[config.mk]
export PLATFORM = sky130hd
export DESIGN_NAME = lcd_bus_decoder
export DESIGN_NICKNAME = d
export VERILOG_FILES = /design/src/rtl/lcd_bus_decoder.sv
export SDC_FILE = /design/constraint.sdc
export NUM_CORES = 1
export LEC_CHECK = 0
export BUFFER_PORTS_ARGS = -buffer_cell sky130_fd_sc_hd__buf_2
export CAP_MARGIN = 10
export CORE_MARGIN = 5
export CORE_UTILIZATION = 55
export CTS_BUF_LIST = sky130_fd_sc_hd__clkbuf_4
export DETAILED_ROUTE_END_ITERATION = 12
export PLACE_DENSITY = 0.74
export SLEW_MARGIN = 20
export SYNTH_ARGS = -nofsm -noshare
export SYNTH_HDL_FRONTEND = slang
export SYNTH_SLANG_ARGS = --single-unit
export TNS_END_PERCENT = 50
[constraint.sdc]
create_clock -name clk -period 9 [get_ports clk]
set_clock_uncertainty 0.2 [all_clocks]
set_input_delay 1.8 -clock clk [delete_from_list [all_inputs] [get_ports clk]]
set_output_delay 1.8 -clock clk [all_outputs]
set_load 0.01 [all_outputs]
[src/rtl/lcd_bus_decoder.sv]
// Receive-side monitor for an 8080-style display write bus: classifies commands,
// tracks the CASET/RASET window and rebuilds RAMWR pixels. Optional stats: LCD_DECODER_STATS_EN.
module lcd_bus_decoder #(
    parameter int unsigned DEF_XE = 239,
    parameter int unsigned DEF_YE = 319
) (
    input  logic        clk,
    input  logic        rst,
    input  logic        wr,
    input  logic        dcx,
    input  logic [7:0]  d,
    output logic        cmd_valid,
    output logic [7:0]  cmd,
    output logic        pix_valid,
    output logic [8:0]  pix_x,
    output logic [8:0]  pix_y,
    output logic [15:0] pix_color,
    output logic        frame_done,
    output logic [7:0]  frame_count,
    output logic [7:0]  drop_count
);

    typedef enum logic [2:0] {
        S_IDLE, S_CASET, S_RASET, S_RAMWR_HI, S_RAMWR_LO, S_IGNORE
    } state_t;

    logic       r_wr_s1, r_wr_s2, r_wr_s3, r_dcx_s1, r_dcx_s2;
    logic [7:0] r_d_s1, r_d_s2;
    logic       w_strobe;

    state_t      r_state, w_state_nx;
    logic [1:0]  r_idx, w_idx_nx;
    logic [23:0] r_shadow, w_shadow_nx;
    logic [31:0] w_shadow;
    logic [15:0] r_xs, r_xe, r_ys, r_ye, r_cx, r_cy;
    logic [15:0] w_xs_nx, w_xe_nx, w_ys_nx, w_ye_nx, w_cx_nx, w_cy_nx;
    logic [7:0]  r_hi, w_hi_nx;
    logic        r_cmd_valid, w_cmd_valid_nx, r_pix_valid, w_pix_valid_nx;
    logic        r_frame_done, w_frame_done_nx;
    logic [7:0]  r_cmd, w_cmd_nx;
    logic [8:0]  r_pix_x, r_pix_y, w_pix_x_nx, w_pix_y_nx;
    logic [15:0] r_pix_color, w_pix_color_nx;

    always_ff @(posedge clk or posedge rst) begin
        if (rst) begin
            r_wr_s1  <= 1'b0; r_wr_s2  <= 1'b0; r_wr_s3 <= 1'b0;
            r_dcx_s1 <= 1'b0; r_dcx_s2 <= 1'b0;
            r_d_s1   <= '0;   r_d_s2   <= '0;
        end else begin
            r_wr_s1  <= wr;     r_wr_s2  <= r_wr_s1; r_wr_s3 <= r_wr_s2;
            r_dcx_s1 <= dcx;    r_dcx_s2 <= r_dcx_s1;
            r_d_s1   <= d;      r_d_s2   <= r_d_s1;
        end
    end

    assign w_strobe = r_wr_s2 & ~r_wr_s3;
    assign w_shadow = {r_shadow, r_d_s2};

    always_comb begin
        w_state_nx      = r_state;
        w_idx_nx        = r_idx;
        w_shadow_nx     = r_shadow;
        w_xs_nx         = r_xs;
        w_xe_nx         = r_xe;
        w_ys_nx         = r_ys;
        w_ye_nx         = r_ye;
        w_cx_nx         = r_cx;
        w_cy_nx         = r_cy;
        w_hi_nx         = r_hi;
        w_cmd_nx        = r_cmd;
        w_cmd_valid_nx  = 1'b0;
        w_pix_valid_nx  = 1'b0;
        w_frame_done_nx = 1'b0;
        w_pix_x_nx      = r_pix_x;
        w_pix_y_nx      = r_pix_y;
        w_pix_color_nx  = r_pix_color;
        if (w_strobe) begin
            if (!r_dcx_s2) begin
                w_cmd_nx       = r_d_s2;
                w_cmd_valid_nx = 1'b1;
                w_idx_nx       = 2'd0;
                case (r_d_s2)
                    8'h2A:   w_state_nx = S_CASET;
                    8'h2B:   w_state_nx = S_RASET;
                    8'h2C: begin
                        w_state_nx = S_RAMWR_HI;
                        w_cx_nx    = r_xs;
                        w_cy_nx    = r_ys;
                    end
                    default: w_state_nx = S_IGNORE;
                endcase
            end else begin
                case (r_state)
                    S_CASET, S_RASET: begin
                        w_shadow_nx = w_shadow[23:0];
                        w_idx_nx    = r_idx + 2'd1;
                        if (r_idx == 2'd3) begin
                            w_state_nx = S_IDLE;
                            if (r_state == S_CASET) begin
                                w_xs_nx = w_shadow[31:16];
                                w_xe_nx = w_shadow[15:0];
                            end else begin
                                w_ys_nx = w_shadow[31:16];
                                w_ye_nx = w_shadow[15:0];
                            end
                        end
                    end
                    S_RAMWR_HI: begin
                        w_hi_nx    = r_d_s2;
                        w_state_nx = S_RAMWR_LO;
                    end
                    S_RAMWR_LO: begin
                        w_pix_valid_nx  = 1'b1;
                        w_pix_x_nx      = r_cx[8:0];
                        w_pix_y_nx      = r_cy[8:0];
                        w_pix_color_nx  = {r_hi, r_d_s2};
                        w_frame_done_nx = (r_cx >= r_xe) && (r_cy >= r_ye);
                        // >= rather than == so a start>end window still wraps
                        if (r_cx >= r_xe) begin
                            w_cx_nx = r_xs;
                            w_cy_nx = (r_cy >= r_ye) ? r_ys : r_cy + 16'd1;
                        end else begin
                            w_cx_nx = r_cx + 16'd1;
                        end
                        w_state_nx = S_RAMWR_HI;
                    end
                    default: ;
                endcase
            end
        end
    end

    always_ff @(posedge clk or posedge rst) begin
        if (rst) begin
            r_state      <= S_IDLE;
            r_idx        <= '0;
            r_shadow     <= '0;
            r_xs         <= '0;
            r_xe         <= 16'(DEF_XE);
            r_ys         <= '0;
            r_ye         <= 16'(DEF_YE);
            r_cx         <= '0;
            r_cy         <= '0;
            r_hi         <= '0;
            r_cmd        <= '0;
            r_cmd_valid  <= 1'b0;
            r_pix_valid  <= 1'b0;
            r_frame_done <= 1'b0;
            r_pix_x      <= '0;
            r_pix_y      <= '0;
            r_pix_color  <= '0;
        end else begin
            r_state      <= w_state_nx;
            r_idx        <= w_idx_nx;
            r_shadow     <= w_shadow_nx;
            r_xs         <= w_xs_nx;
            r_xe         <= w_xe_nx;
            r_ys         <= w_ys_nx;
            r_ye         <= w_ye_nx;
            r_cx         <= w_cx_nx;
            r_cy         <= w_cy_nx;
            r_hi         <= w_hi_nx;
            r_cmd        <= w_cmd_nx;
            r_cmd_valid  <= w_cmd_valid_nx;
            r_pix_valid  <= w_pix_valid_nx;
            r_frame_done <= w_frame_done_nx;
            r_pix_x      <= w_pix_x_nx;
            r_pix_y      <= w_pix_y_nx;
            r_pix_color  <= w_pix_color_nx;
        end
    end

    assign cmd_valid  = r_cmd_valid;
    assign cmd        = r_cmd;
    assign pix_valid  = r_pix_valid;
    assign pix_x      = r_pix_x;
    assign pix_y      = r_pix_y;
    assign pix_color  = r_pix_color;
    assign frame_done = r_frame_done;

`ifdef LCD_DECODER_STATS_EN
    logic       w_drop;
    logic [7:0] r_frame_count, r_drop_count;

    // a command arriving in RAMWR_LO discards the held high byte
    assign w_drop = w_strobe & ((r_dcx_s2 & (r_state == S_IDLE)) |
                                (~r_dcx_s2 & (r_state == S_RAMWR_LO)));

    always_ff @(posedge clk or posedge rst) begin
        if (rst) begin
            r_frame_count <= '0;
            r_drop_count  <= '0;
        end else begin
            if (r_frame_done)
                r_frame_count <= r_frame_count + 8'd1;
            if (w_drop && (r_drop_count != 8'hFF))
                r_drop_count <= r_drop_count + 8'd1;
        end
    end

    assign frame_count = r_frame_count;
    assign drop_count  = r_drop_count;
`else
    assign frame_count = 8'd0;
    assign drop_count  = 8'd0;
`endif

endmodule

==> run_summary.xml, run 1 <==
<?xml version="1.0" encoding="UTF-8"?>
<metrics>
  <group name="global_route">
    <metric name="first_global_vias" unit="">6312</metric>
    <metric name="grt_antenna_before_repair" unit="">1</metric>
    <metric name="grt_pass1_wl" unit="um">32400</metric>
    <metric name="maximum_number_of_pins_on_one_net_before_global_route_repair" unit="">126</metric>
    <metric name="grt.overflow.total" unit="">0</metric>
    <metric name="grt_use_total" unit="%">20.7</metric>
  </group>
  <group name="place">
    <metric name="dp_slack" unit="ns">5.00</metric>
    <metric name="finalWeightedCongestion" unit="">0.875</metric>
    <metric name="numPortBuffers" unit="">56</metric>
    <metric name="detailed_place_hpwl" unit="um">13700</metric>
  </group>
  <group name="critical_path">
    <metric name="worst_setup_path_end_kind" unit="">register</metric>
    <metric name="timing.reg2reg.worst_path_depth" unit="">5</metric>
    <metric name="rr_endpoint" unit="">r_cy[15]</metric>
    <metric name="timing.reg2reg.setup_slack" unit="ns">5.32</metric>
    <metric name="timing.critical_path.required" unit="ns">9.21</metric>
    <metric name="worstPathCellList" unit="">nor3b_1 -&gt; nand3_4 -&gt; and2_1 -&gt; nor2_1 -&gt; a22oi_1</metric>
    <metric name="cp_slowest_stage_delay" unit="ns">0.93</metric>
    <metric name="worst_ep_arrival_time" unit="ns">3.89</metric>
    <metric name="timing.setup.critical_path_class" unit="">reg -&gt; reg</metric>
    <metric name="crit_buf_inv" unit="">0</metric>
    <metric name="regToRegStartpoint" unit="">r_state[1]</metric>
    <metric name="worst_setup_start_kind" unit="">register</metric>
    <metric name="critical-path-slowest-cell" unit="">nor2_1</metric>
    <metric name="timing.critical_path.fanout_max" unit="">50</metric>
    <metric name="path_delay_family" unit="">simple AND/OR/NAND/NOR gates</metric>
    <metric name="critical_path.startpoint" unit="">r_state[1]</metric>
  </group>
  <group name="sta">
    <metric name="finalHoldViolations" unit="">0</metric>
    <metric name="worstMarginPinSlew" unit="ns">1.07</metric>
    <metric name="final_critical_path_setup_slack" unit="ns">5.32</metric>
    <metric name="setup_total_negative_slack" unit="ns">0</metric>
    <metric name="finalCriticalPeriod" unit="ns">3.68</metric>
    <metric name="finalMaxSlewViolations" unit="">0</metric>
    <metric name="worst_slew_margin_rel" unit="%">28.6</metric>
    <metric name="rsz0062_at_grt" unit="">false</metric>
    <metric name="final-setup-viol-count" unit="">0</metric>
    <metric name="final_min_period_over_clock_period" unit="%">40.9</metric>
    <metric name="hold_slack" unit="ns">0.170</metric>
    <metric name="achievable-frequency" unit="MHz">272</metric>
  </group>
  <group name="clock_network">
    <metric name="clock_transition_at_the_registers_of_the_reported_paths" unit="ns">0.16</metric>
    <metric name="h_tree_lvls" unit="">4</metric>
    <metric name="numClockSinks" unit="">199</metric>
    <metric name="ctsHoldBuffers" unit="">0</metric>
    <metric name="worstSkewPairLatency" unit="ns">0.58</metric>
    <metric name="tritoncts_clock_tree" unit="">built</metric>
    <metric name="ctsResizeCount" unit="">0</metric>
    <metric name="cts.path.max_buffers" unit="">2</metric>
    <metric name="library_cell_used_as_clock_root_buffer" unit="">clkbuf_4</metric>
    <metric name="cts_buffers" unit="">17</metric>
    <metric name="postCtsSetupBuffers" unit="">0</metric>
  </group>
  <group name="logic_synthesis">
    <metric name="share_of_synthesized_flip_flops_with_an_asynchronous_set_or_reset" unit="%">100</metric>
    <metric name="yosys_warning_count" unit="">0</metric>
    <metric name="synth_top_cells_by_area" unit="">dfrtp_1 51%, mux2_2 15%, ha_1 4.8%, dfstp_2 4.0%, nand2_1 3.3%</metric>
    <metric name="yosys.area.top_type" unit="">dfrtp_1</metric>
    <metric name="syn_area_per_cell" unit="um2">11.7</metric>
    <metric name="ys_seq_elements" unit="">199</metric>
    <metric name="synth_seq_area_share" unit="%">54.7</metric>
    <metric name="syn_inst" unit="">779</metric>
    <metric name="netlist_area" unit="um2">9130</metric>
    <metric name="number_of_enable_flip_flop_cells_after_synthesis" unit="">0</metric>
    <metric name="dominantRegCellSynth" unit="">dfrtp_1</metric>
    <metric name="synth_cell_type_count" unit="">59</metric>
    <metric name="yosys.area.top_type_share" unit="%">50.7</metric>
  </group>
  <group name="floorplan">
    <metric name="fp.dieArea" unit="um2">19300</metric>
    <metric name="die_width" unit="um">139</metric>
    <metric name="ios" unit="">73</metric>
    <metric name="row_count" unit="">47</metric>
    <metric name="design.core.area" unit="um2">16400</metric>
    <metric name="initial_utilization" unit="%">55.6</metric>
    <metric name="die_h" unit="um">139</metric>
  </group>
  <group name="worst_hold_path">
    <metric name="min-delay-path-class" unit="">reg -&gt; reg</metric>
    <metric name="worst_hold_path.endpoint" unit="">r_d_s2[7]</metric>
    <metric name="worstHoldPathCells" unit="">0</metric>
    <metric name="hold_path.startpoint" unit="">r_d_s1[7]</metric>
  </group>
  <group name="power_and_ir_drop">
    <metric name="static_leakage" unit="nW">4.74</metric>
    <metric name="highest_ir_drop_seen_on_vdd" unit="uV">155</metric>
    <metric name="overall_power" unit="W">0.00238</metric>
    <metric name="power_density" unit="nW/um2">241</metric>
  </group>
  <group name="drt">
    <metric name="antenna_violating_nets_post_route" unit="">0</metric>
    <metric name="firstDrtPassIters" unit="">5</metric>
    <metric name="route.detailed.wl_per_inst" unit="um">18.2</metric>
    <metric name="route.final.wire_length" unit="um">19400</metric>
    <metric name="avgViaCountPerCell" unit="">5.73</metric>
    <metric name="vias" unit="">6095</metric>
    <metric name="drc_errors" unit="">0</metric>
    <metric name="drtIter0Drc" unit="">423</metric>
  </group>
  <group name="cells_and_area">
    <metric name="final_core_utilization" unit="%">60.1</metric>
    <metric name="final_nets" unit="">877</metric>
    <metric name="area.growth.synth_to_final" unit="%">7.98</metric>
    <metric name="fillCellCount" unit="">1301</metric>
    <metric name="layout-drive-gt1-share" unit="%">29.1</metric>
  </group>
  <group name="flow_run">
    <metric name="timing.max_cap.violations" unit="">0</metric>
  </group>
  <group name="outcome">
    <metric name="outcome" unit="">complete, no violations</metric>
  </group>
</metrics>
## metrics by stage
stage,cells,instance area [um2]
floorplan,794,9180
global placement,1031,9560
detailed placement,1031,9560
CTS,1063,9850
global route,1064,9860
finish,1064,9860
## per-layer routing
metal	vias to the layer above	part of all wire, %	global-route usage [%]	wire, um
met5	-	0	0	0
met4	0	2.3	7.67	452
met3	32	4.2	3.28	821
met2	177	49	34.0	9510
met1	3058	44	28.0	8610
li1	2828	-	-	-
## state kept, by name, indices dropped and copies added, names as in the netlist, 2 cells and up
register and flops:
r_ye 16, r_state 3, pix_y 9, r_hi 8, r_cx 16, pix_color 16, r_xs 16, r_d_s2 8
pix_x 9, r_idx 2, r_xe 16, r_ys 16, r_cy 16, cmd 8, r_d_s1 8, r_shadow 24
## cell type report
type / count / area, um2 / area share [%]
inverter: 61 / 236 / 2.40
antenna: 1 / 2.50 / 0.0254
timing repair buffer: 64 / 340 / 3.45
sequential: 199 / 5000 / 50.7
multi-input combinational: 487 / 3720 / 37.7
clock inverter: 15 / 156 / 1.59
clock buffer: 17 / 128 / 1.29
tap: 220 / 275 / 2.79
## logic make-up (layout without fill, tap and decap cells)
group	count (synthesis)	count (layout)	synth area share [%]
AND/OR/NAND/NOR	181	181	9.73
buffers and inverters	108	157	5.28
flip-flops	199	199	54.7
adder cells (fa/ha/maj)	35	35	4.80
XOR/XNOR	1	1	0.0960
other	1	17	0.0411
multiplexers	138	138	16.8
AO/OA/AOI/OAI	116	116	8.54
## how the worst max path moves through the flow
| stage | endpoint | slack [ns] | depth (start not counted) |
|---|---|---|---|
| 3_5_place_dp | r_cy[5] | 5.00 | 5 |
| 2_1_floorplan | cmd[0] | 1.60 | 1 |
| 5_1_grt | r_cy[14] | 4.99 | 5 |
| 3_3_place_gp | r_cy[2] | 5.21 | 5 |
| 6_report | r_cy[15] | 5.32 | 5 |
| 4_1_cts | r_cy[11] | 4.98 | 5 |
## synth_stat cells (3+ instances only)
library cell and instances:
ha_1 35, a21o_1 4, a2111oi_0 3, a22oi_1 15, nor4_1 3, mux2i_1 19
nand2b_1 5, o211ai_1 14, o21ai_0 35, buf_4 17, nor3b_1 3, and3_1 10
nand2_1 80, clkbuf_1 18, nand4_1 11, nor3_1 11, dfrtp_1 185, o32a_1 3
o21a_1 3, inv_1 60, nor2_1 14, and2_1 10, nand3_1 18, o311ai_0 3
mux2_2 119, buf_2 10, a21oi_1 17, dfstp_2 14
## cells in the final DEF (no fill, tap or decap), types with 17 or more instances in the layout
| master | instances |
|---|---|
| mux2i_1 | 19 |
| a21oi_1 | 17 |
| buf_2 | 56 |
| clkbuf_4 | 17 |
| inv_1 | 59 |
| ha_1 | 35 |
| dfrtp_1 | 185 |
| nand3_1 | 17 |
| o21ai_0 | 35 |
| nand2_1 | 80 |
| mux2_2 | 119 |
## power by group
part / internal [W] / switching [W] / leakage (nW)
combinational: 0.000297 / 0.000355 / 2.01
clock: 0.000127 / 0.000330 / 0.152
sequential: 0.00108 / 0.000192 / 2.58
total: 0.00150 / 0.000877 / 4.74
No activity file was read; power rests on OpenSTA's default activity.
==> inputs of run 2 (changes only) <==
--- a/config.mk
+++ b/config.mk
@@ -11,7 +11,7 @@
 export CORE_UTILIZATION = 55
 export CTS_BUF_LIST = sky130_fd_sc_hd__clkbuf_4
 export DETAILED_ROUTE_END_ITERATION = 12
-export PLACE_DENSITY = 0.74
+export PLACE_DENSITY = 0.77
 export SLEW_MARGIN = 20
 export SYNTH_ARGS = -nofsm -noshare
 export SYNTH_HDL_FRONTEND = slang
==> constraint.sdc (replaced) <==
create_clock -name clk -period 3.3 [get_ports clk]
set_clock_uncertainty 0.2 [all_clocks]
set_input_delay 0.66 -clock clk [delete_from_list [all_inputs] [get_ports clk]]
set_output_delay 0.66 -clock clk [all_outputs]
set_load 0.01 [all_outputs]
==> run 2 against run 1 <==
Effect of this change: sequential power grew to 2.7 times the previous value; register-to-register slack worse by 5.1 ns; wire length is 5.7% higher; largest cell class unchanged.
==> run_summary.xml, run 2 (synthesis results as in run 1) <==
<?xml version="1.0" encoding="UTF-8"?>
<metrics>
  <group name="global_route">
    <metric name="maximum_number_of_pins_on_one_net_before_global_route_repair" unit="">62</metric>
    <metric name="first_global_vias" unit="">6332</metric>
    <metric name="grt_use_total" unit="%">22.3</metric>
    <metric name="grt_pass1_wl" unit="um">34100</metric>
    <metric name="grt_antenna_before_repair" unit="">1</metric>
    <metric name="grt.overflow.total" unit="">0</metric>
  </group>
  <group name="power_and_ir_drop">
    <metric name="netsw" unit="W">0.00244</metric>
    <metric name="power_frac_clock" unit="%">19.5</metric>
    <metric name="comb_power_share" unit="%">29.1</metric>
    <metric name="static_leakage" unit="nW">4.94</metric>
    <metric name="power_density" unit="nW/um2">648</metric>
    <metric name="pwr-share-seq" unit="%">51.4</metric>
    <metric name="highest_ir_drop_seen_on_vdd" unit="uV">482</metric>
    <metric name="netSwitchingFraction" unit="%">36.8</metric>
    <metric name="internal_power" unit="W">0.00419</metric>
  </group>
  <group name="critical_path">
    <metric name="path_delay_family" unit="">compound AO/OA/AOI/OAI gates</metric>
    <metric name="crit_top_cell" unit="">a21o_1</metric>
    <metric name="worst_setup_path_end_kind" unit="">register</metric>
    <metric name="worstPathCellList" unit="">ha_1 -&gt; a21o_1 -&gt; a21o_1 -&gt; a2111oi_2 -&gt; and3_1 -&gt; buf_4 -&gt; mux2_2 -&gt; o22a_1</metric>
    <metric name="cp_slowest_stage_delay" unit="ns">0.49</metric>
    <metric name="critical-path-slowest-cell" unit="">a2111oi_2</metric>
    <metric name="worst_setup_start_kind" unit="">register</metric>
    <metric name="timing.setup.critical_path_class" unit="">reg -&gt; reg</metric>
    <metric name="timing.critical_path.fanout_max" unit="">19</metric>
    <metric name="timing.critical_path.required" unit="ns">3.59</metric>
    <metric name="worst_ep_arrival_time" unit="ns">3.35</metric>
    <metric name="crit_buf_inv" unit="">1</metric>
  </group>
  <group name="drt">
    <metric name="route.final.wire_length" unit="um">20500</metric>
    <metric name="antenna_violating_nets_post_route" unit="">0</metric>
    <metric name="avgViaCountPerCell" unit="">5.62</metric>
    <metric name="drtIter0Drc" unit="">409</metric>
    <metric name="drc_errors" unit="">0</metric>
    <metric name="route.detailed.wl_per_inst" unit="um">18.6</metric>
    <metric name="firstDrtPassIters" unit="">5</metric>
    <metric name="vias" unit="">6198</metric>
  </group>
  <group name="floorplan">
    <metric name="die_width" unit="um">139</metric>
    <metric name="row_count" unit="">47</metric>
    <metric name="design.core.area" unit="um2">16400</metric>
    <metric name="ios" unit="">73</metric>
    <metric name="initial_utilization" unit="%">55.6</metric>
    <metric name="fp.dieArea" unit="um2">19300</metric>
    <metric name="die_h" unit="um">139</metric>
  </group>
  <group name="worst_hold_path">
    <metric name="min-delay-path-class" unit="">reg -&gt; reg</metric>
  </group>
  <group name="clock_network">
    <metric name="worstSkewPairLatency" unit="ns">0.61</metric>
    <metric name="clock_transition_at_the_registers_of_the_reported_paths" unit="ns">0.18</metric>
    <metric name="h_tree_lvls" unit="">4</metric>
    <metric name="cts.path.max_buffers" unit="">2</metric>
    <metric name="library_cell_used_as_clock_root_buffer" unit="">clkbuf_4</metric>
    <metric name="ctsResizeCount" unit="">0</metric>
    <metric name="tritoncts_clock_tree" unit="">built</metric>
    <metric name="numClockSinks" unit="">199</metric>
    <metric name="postCtsSetupBuffers" unit="">0</metric>
    <metric name="cts_buffers" unit="">17</metric>
  </group>
  <group name="sta">
    <metric name="final_min_period_over_clock_period" unit="%">92.5</metric>
    <metric name="worst_slew_margin_rel" unit="%">50.8</metric>
    <metric name="rsz0062_at_grt" unit="">false</metric>
    <metric name="final-setup-viol-count" unit="">0</metric>
    <metric name="finalCriticalPeriod" unit="ns">3.05</metric>
    <metric name="achievable-frequency" unit="MHz">327</metric>
    <metric name="finalHoldViolations" unit="">0</metric>
    <metric name="finalMaxSlewViolations" unit="">0</metric>
    <metric name="worstMarginPinSlew" unit="ns">0.738</metric>
    <metric name="final_critical_path_setup_slack" unit="ns">0.246</metric>
  </group>
  <group name="cells_and_area">
    <metric name="layout.cells.non_filler" unit="">1103</metric>
    <metric name="most-common-layout-cells" unit="">185 x dfrtp_1, 119 x mux2_2, 80 x nand2_1</metric>
    <metric name="largest_register_ff_count" unit="">24</metric>
    <metric name="final_common_cell" unit="">dfrtp_1</metric>
    <metric name="top_register" unit="">r_shadow</metric>
    <metric name="final_nets" unit="">916</metric>
    <metric name="area.growth.synth_to_final" unit="%">12.2</metric>
    <metric name="layout-drive-gt1-share" unit="%">31.1</metric>
  </group>
  <group name="place">
    <metric name="detailed_place_hpwl" unit="um">14600</metric>
    <metric name="finalWeightedCongestion" unit="">0.907</metric>
    <metric name="numPortBuffers" unit="">56</metric>
    <metric name="placed_cells" unit="">1059</metric>
    <metric name="dp_slack" unit="ns">0.278</metric>
  </group>
  <group name="flow_run">
    <metric name="timing.max_cap.violations" unit="">0</metric>
  </group>
  <group name="outcome">
    <metric name="outcome" unit="">complete, no violations</metric>
  </group>
</metrics>
## run 2: cell types whose count changed in the layout (fill, tap and decap cells not counted), moves of 2 or more
cell / before / now
clkinv_8: 3 / 5
clkinv_4: 2 / 0
buf_12: 0 / 4
buf_4: 8 / 32
inv_6: 5 / 2
clkinvlp_4: 1 / 4
dlygate4sd3_1: 0 / 11
## run 2: final cells by class
| type | count | area (um2) |
|---|---|---|
| fillers | 1307 | 6170 |
| well taps | 220 | 275 |
| clock inverters | 15 | 178 |
| multi-input cells | 487 | 3710 |
| diodes | 1 | 2.50 |
| flip-flops and latches | 199 | 5000 |
| repair buffers | 103 | 711 |
| inverters | 61 | 233 |
| clock buffers | 17 | 128 |
## run 2: metal layers
layer  vias to the layer above  wire length, um  GRT usage [%]
met5                         -                0              0
met4                         0              463           6.80
met3                        32              849           4.52
met2                       166             9970           35.9
met1                      3086             9220           30.8
li1                       2914                -              -
## run 2: metrics by stage
stage,utilization (%),hold WS [ns],cell area [um2],total power [W],TNS [ns]
finish,62.4,0.171,10200,0.00663,0
global route,62.4,0.184,10200,0.00706,0
CTS,62.4,0.174,10200,0.00667,0
detailed placement,59.9,0.135,9820,0.00538,0
global placement,59.8,0.133,9820,0.00531,0
floorplan,-,0.131,9190,0.00462,-22.74
## run 2: path summary, 6_finish.rpt
kind | start | to | slack [ns] | cells past startpoint
min in group asynchronous | rst | pix_x[6] | 0.45 | 3
max in group asynchronous | rst | r_cy[3] | 1.53 | 5
min reg2reg | r_d_s1[4] | r_d_s2[4] | 0.17 | 0
min | r_d_s1[4] | r_d_s2[4] | 0.17 | 0
max reg2reg | r_cx[13] | r_cx[14] | 0.25 | 8
max | r_cx[13] | r_cx[14] | 0.25 | 8
## run 2: repair_timing
action | in CTS | in global routing
endpoints found under the hold margin | 27 | 0
endpoints found under the setup margin | 0 | 0
hold buffers | 11 | 0
## run 2: power groups by stage
stage | sequential (W) | clock, W | combinational, W
global placement | 0.00344 | 0 | 0.00187
detailed placement | 0.00345 | 0 | 0.00193
CTS | 0.00340 | 0.00133 | 0.00194
global route | 0.00347 | 0.00143 | 0.00216
floorplan | 0.00337 | 0 | 0.00125
finish | 0.00341 | 0.00130 | 0.00193
==> inputs of run 3 (changes only) <==
--- a/config.mk
+++ b/config.mk
@@ -11,6 +11,7 @@
 export CORE_UTILIZATION = 55
 export CTS_BUF_LIST = sky130_fd_sc_hd__clkbuf_4
 export DETAILED_ROUTE_END_ITERATION = 12
+export MAX_ROUTING_LAYER = met4
 export PLACE_DENSITY = 0.77
 export SLEW_MARGIN = 20
 export SYNTH_ARGS = -nofsm -noshare
==> run 3 against run 2 <==
Effect of this change: clock power increased by 8%; cell area grew 0.57%; fmax about the same; hold slack lost 0.0012 ns; utilization up 0.36 points; register-to-register slack barely moved; largest power group unchanged.
==> run_summary.xml, run 3 (synthesis results as in run 1) <==
<?xml version="1.0" encoding="UTF-8"?>
<metrics>
  <group name="critical_path">
    <metric name="worst_setup_start_kind" unit="">register</metric>
    <metric name="regToRegStartpoint" unit="">r_xe[7]</metric>
    <metric name="timing.reg2reg.setup_slack" unit="ns">0.25</metric>
    <metric name="timing.setup.critical_path_class" unit="">reg -&gt; reg</metric>
    <metric name="critical_path.startpoint" unit="">r_xe[7]</metric>
    <metric name="timing.reg2reg.worst_path_depth" unit="">9</metric>
    <metric name="timing.critical_path.fanout_max" unit="">19</metric>
    <metric name="timing.critical_path.required" unit="ns">3.64</metric>
    <metric name="worst_ep_arrival_time" unit="ns">3.39</metric>
    <metric name="worst_setup_path_end_kind" unit="">register</metric>
    <metric name="rr_endpoint" unit="">r_cx[14]</metric>
    <metric name="crit_end" unit="">r_cx[14]</metric>
  </group>
  <group name="clock_network">
    <metric name="h_tree_lvls" unit="">4</metric>
    <metric name="postCtsSetupBuffers" unit="">0</metric>
    <metric name="cts.path.max_buffers" unit="">2</metric>
    <metric name="numClockSinks" unit="">199</metric>
    <metric name="clock_transition_at_the_registers_of_the_reported_paths" unit="ns">0.19</metric>
    <metric name="worstSkewPairLatency" unit="ns">0.62</metric>
    <metric name="tritoncts_clock_tree" unit="">built</metric>
    <metric name="library_cell_used_as_clock_root_buffer" unit="">clkbuf_4</metric>
    <metric name="cts_buffers" unit="">17</metric>
  </group>
  <group name="sta">
    <metric name="setup_total_negative_slack" unit="ns">0</metric>
    <metric name="final-setup-viol-count" unit="">0</metric>
    <metric name="achievable-frequency" unit="MHz">328</metric>
    <metric name="final_critical_path_setup_slack" unit="ns">0.248</metric>
    <metric name="final_min_period_over_clock_period" unit="%">92.5</metric>
    <metric name="finalMaxSlewViolations" unit="">0</metric>
    <metric name="worstMarginPinSlew" unit="ns">0.709</metric>
    <metric name="finalCriticalPeriod" unit="ns">3.05</metric>
    <metric name="worst_slew_margin_rel" unit="%">52.7</metric>
    <metric name="rsz0062_at_grt" unit="">false</metric>
    <metric name="finalHoldViolations" unit="">0</metric>
  </group>
  <group name="floorplan">
    <metric name="fp.dieArea" unit="um2">19300</metric>
    <metric name="initial_utilization" unit="%">55.6</metric>
    <metric name="die_h" unit="um">139</metric>
    <metric name="ios" unit="">73</metric>
    <metric name="design.core.area" unit="um2">16400</metric>
    <metric name="die_width" unit="um">139</metric>
    <metric name="row_count" unit="">47</metric>
  </group>
  <group name="drt">
    <metric name="drtIter0Drc" unit="">471</metric>
    <metric name="vias" unit="">6314</metric>
    <metric name="route.detailed.wl_per_inst" unit="um">18.8</metric>
    <metric name="firstDrtPassIters" unit="">4</metric>
    <metric name="avgViaCountPerCell" unit="">5.70</metric>
    <metric name="antenna_violating_nets_post_route" unit="">0</metric>
    <metric name="route.final.wire_length" unit="um">20900</metric>
    <metric name="drc_errors" unit="">0</metric>
  </group>
  <group name="place">
    <metric name="finalWeightedCongestion" unit="">0.887</metric>
    <metric name="numPortBuffers" unit="">56</metric>
    <metric name="detailed_place_hpwl" unit="um">14700</metric>
    <metric name="placed_cells" unit="">1063</metric>
    <metric name="dp_slack" unit="ns">-0.00540</metric>
  </group>
  <group name="power_and_ir_drop">
    <metric name="static_leakage" unit="nW">4.98</metric>
    <metric name="power_density" unit="nW/um2">655</metric>
    <metric name="overall_power" unit="W">0.00674</metric>
    <metric name="highest_ir_drop_seen_on_vdd" unit="uV">410</metric>
  </group>
  <group name="cells_and_area">
    <metric name="area.growth.synth_to_final" unit="%">12.8</metric>
    <metric name="largest_register_ff_count" unit="">24</metric>
    <metric name="most-common-layout-cells" unit="">185 x dfrtp_1, 119 x mux2_2, 80 x nand2_1</metric>
    <metric name="final_core_utilization" unit="%">62.8</metric>
    <metric name="final_common_cell" unit="">dfrtp_1</metric>
    <metric name="layout-drive-gt1-share" unit="%">31.4</metric>
    <metric name="final_nets" unit="">920</metric>
    <metric name="top_register" unit="">r_shadow</metric>
    <metric name="layout.cells.non_filler" unit="">1107</metric>
  </group>
  <group name="outcome">
    <metric name="outcome" unit="">complete, no violations</metric>
  </group>
  <group name="global_route">
    <metric name="grt_antenna_before_repair" unit="">1</metric>
    <metric name="grt.overflow.total" unit="">0</metric>
    <metric name="first_global_vias" unit="">6268</metric>
    <metric name="grt_use_total" unit="%">23.1</metric>
    <metric name="grt_pass1_wl" unit="um">34500</metric>
    <metric name="maximum_number_of_pins_on_one_net_before_global_route_repair" unit="">72</metric>
  </group>
  <group name="worst_hold_path">
    <metric name="hold_path.startpoint" unit="">r_dcx_s1</metric>
    <metric name="min-delay-path-class" unit="">reg -&gt; reg</metric>
    <metric name="worstHoldPathCells" unit="">0</metric>
  </group>
  <group name="flow_run">
    <metric name="timing.max_cap.violations" unit="">0</metric>
  </group>
</metrics>
[run 3: worst min path at each step]
| stage | to | slack, ns |
|---|---|---|
| global route | r_dcx_s2 | 0.18 |
| finish | r_dcx_s2 | 0.17 |
| floorplan | r_d_s2[0] | 0.13 |
| global placement | r_d_s2[6] | 0.13 |
| CTS | r_dcx_s2 | 0.17 |
| detailed placement | r_d_s2[3] | 0.14 |
[run 3: per-stage QoR]
| step | cell area [um2] | hold WS (ns) |
|---|---|---|
| 5_1_grt | 10300 | 0.177 |
| 3_3_place_gp | 9850 | 0.133 |
| 3_5_place_dp | 9850 | 0.136 |
| 4_1_cts | 10300 | 0.171 |
| 6_report | 10300 | 0.169 |
| 2_1_floorplan | 9190 | 0.131 |
[run 3: repair_timing]
action,in CTS,in global routing
endpoints found under the hold margin,17,0
gates resized for setup,1,0
hold buffers,11,0
setup endpoints to repair,1,0
[run 3: where the power goes]
| part | switching [W] | internal [W] |
|---|---|---|
| clock network | 0.000958 | 0.000438 |
| logic | 0.00103 | 0.000898 |
| registers | 0.000483 | 0.00294 |
[run 3: critical path, cell delays in order (launching register included)]
cell and delay (ns):
dfstp_2 0.57, inv_1 0.04, ha_1 0.29, and3_1 0.18, a221oi_1 0.36, o32a_1 0.28, and3_1 0.22, buf_4 0.27
mux2_2 0.36, o22a_1 0.19
[run 3: layout make-up]
type                    count  area, um2
inverters                  61        233
diodes                      1       2.50
repair buffers            107        741
multi-input cells         487       3710
clock buffers              17        128
clock inverters            15        206
flip-flops and latches    199       5000
well taps                 220        275
fillers                  1304       6110
[run 3: layer usage]
layer / share of wire (%) / up-vias / track usage (%)
met1: 45 / 3204 / 31.9
met5: 0 / - / -
met4: 2.6 / 0 / 8.29
met2: 48 / 166 / 35.2
li1: - / 2911 / -
met3: 4.5 / 33 / 3.55
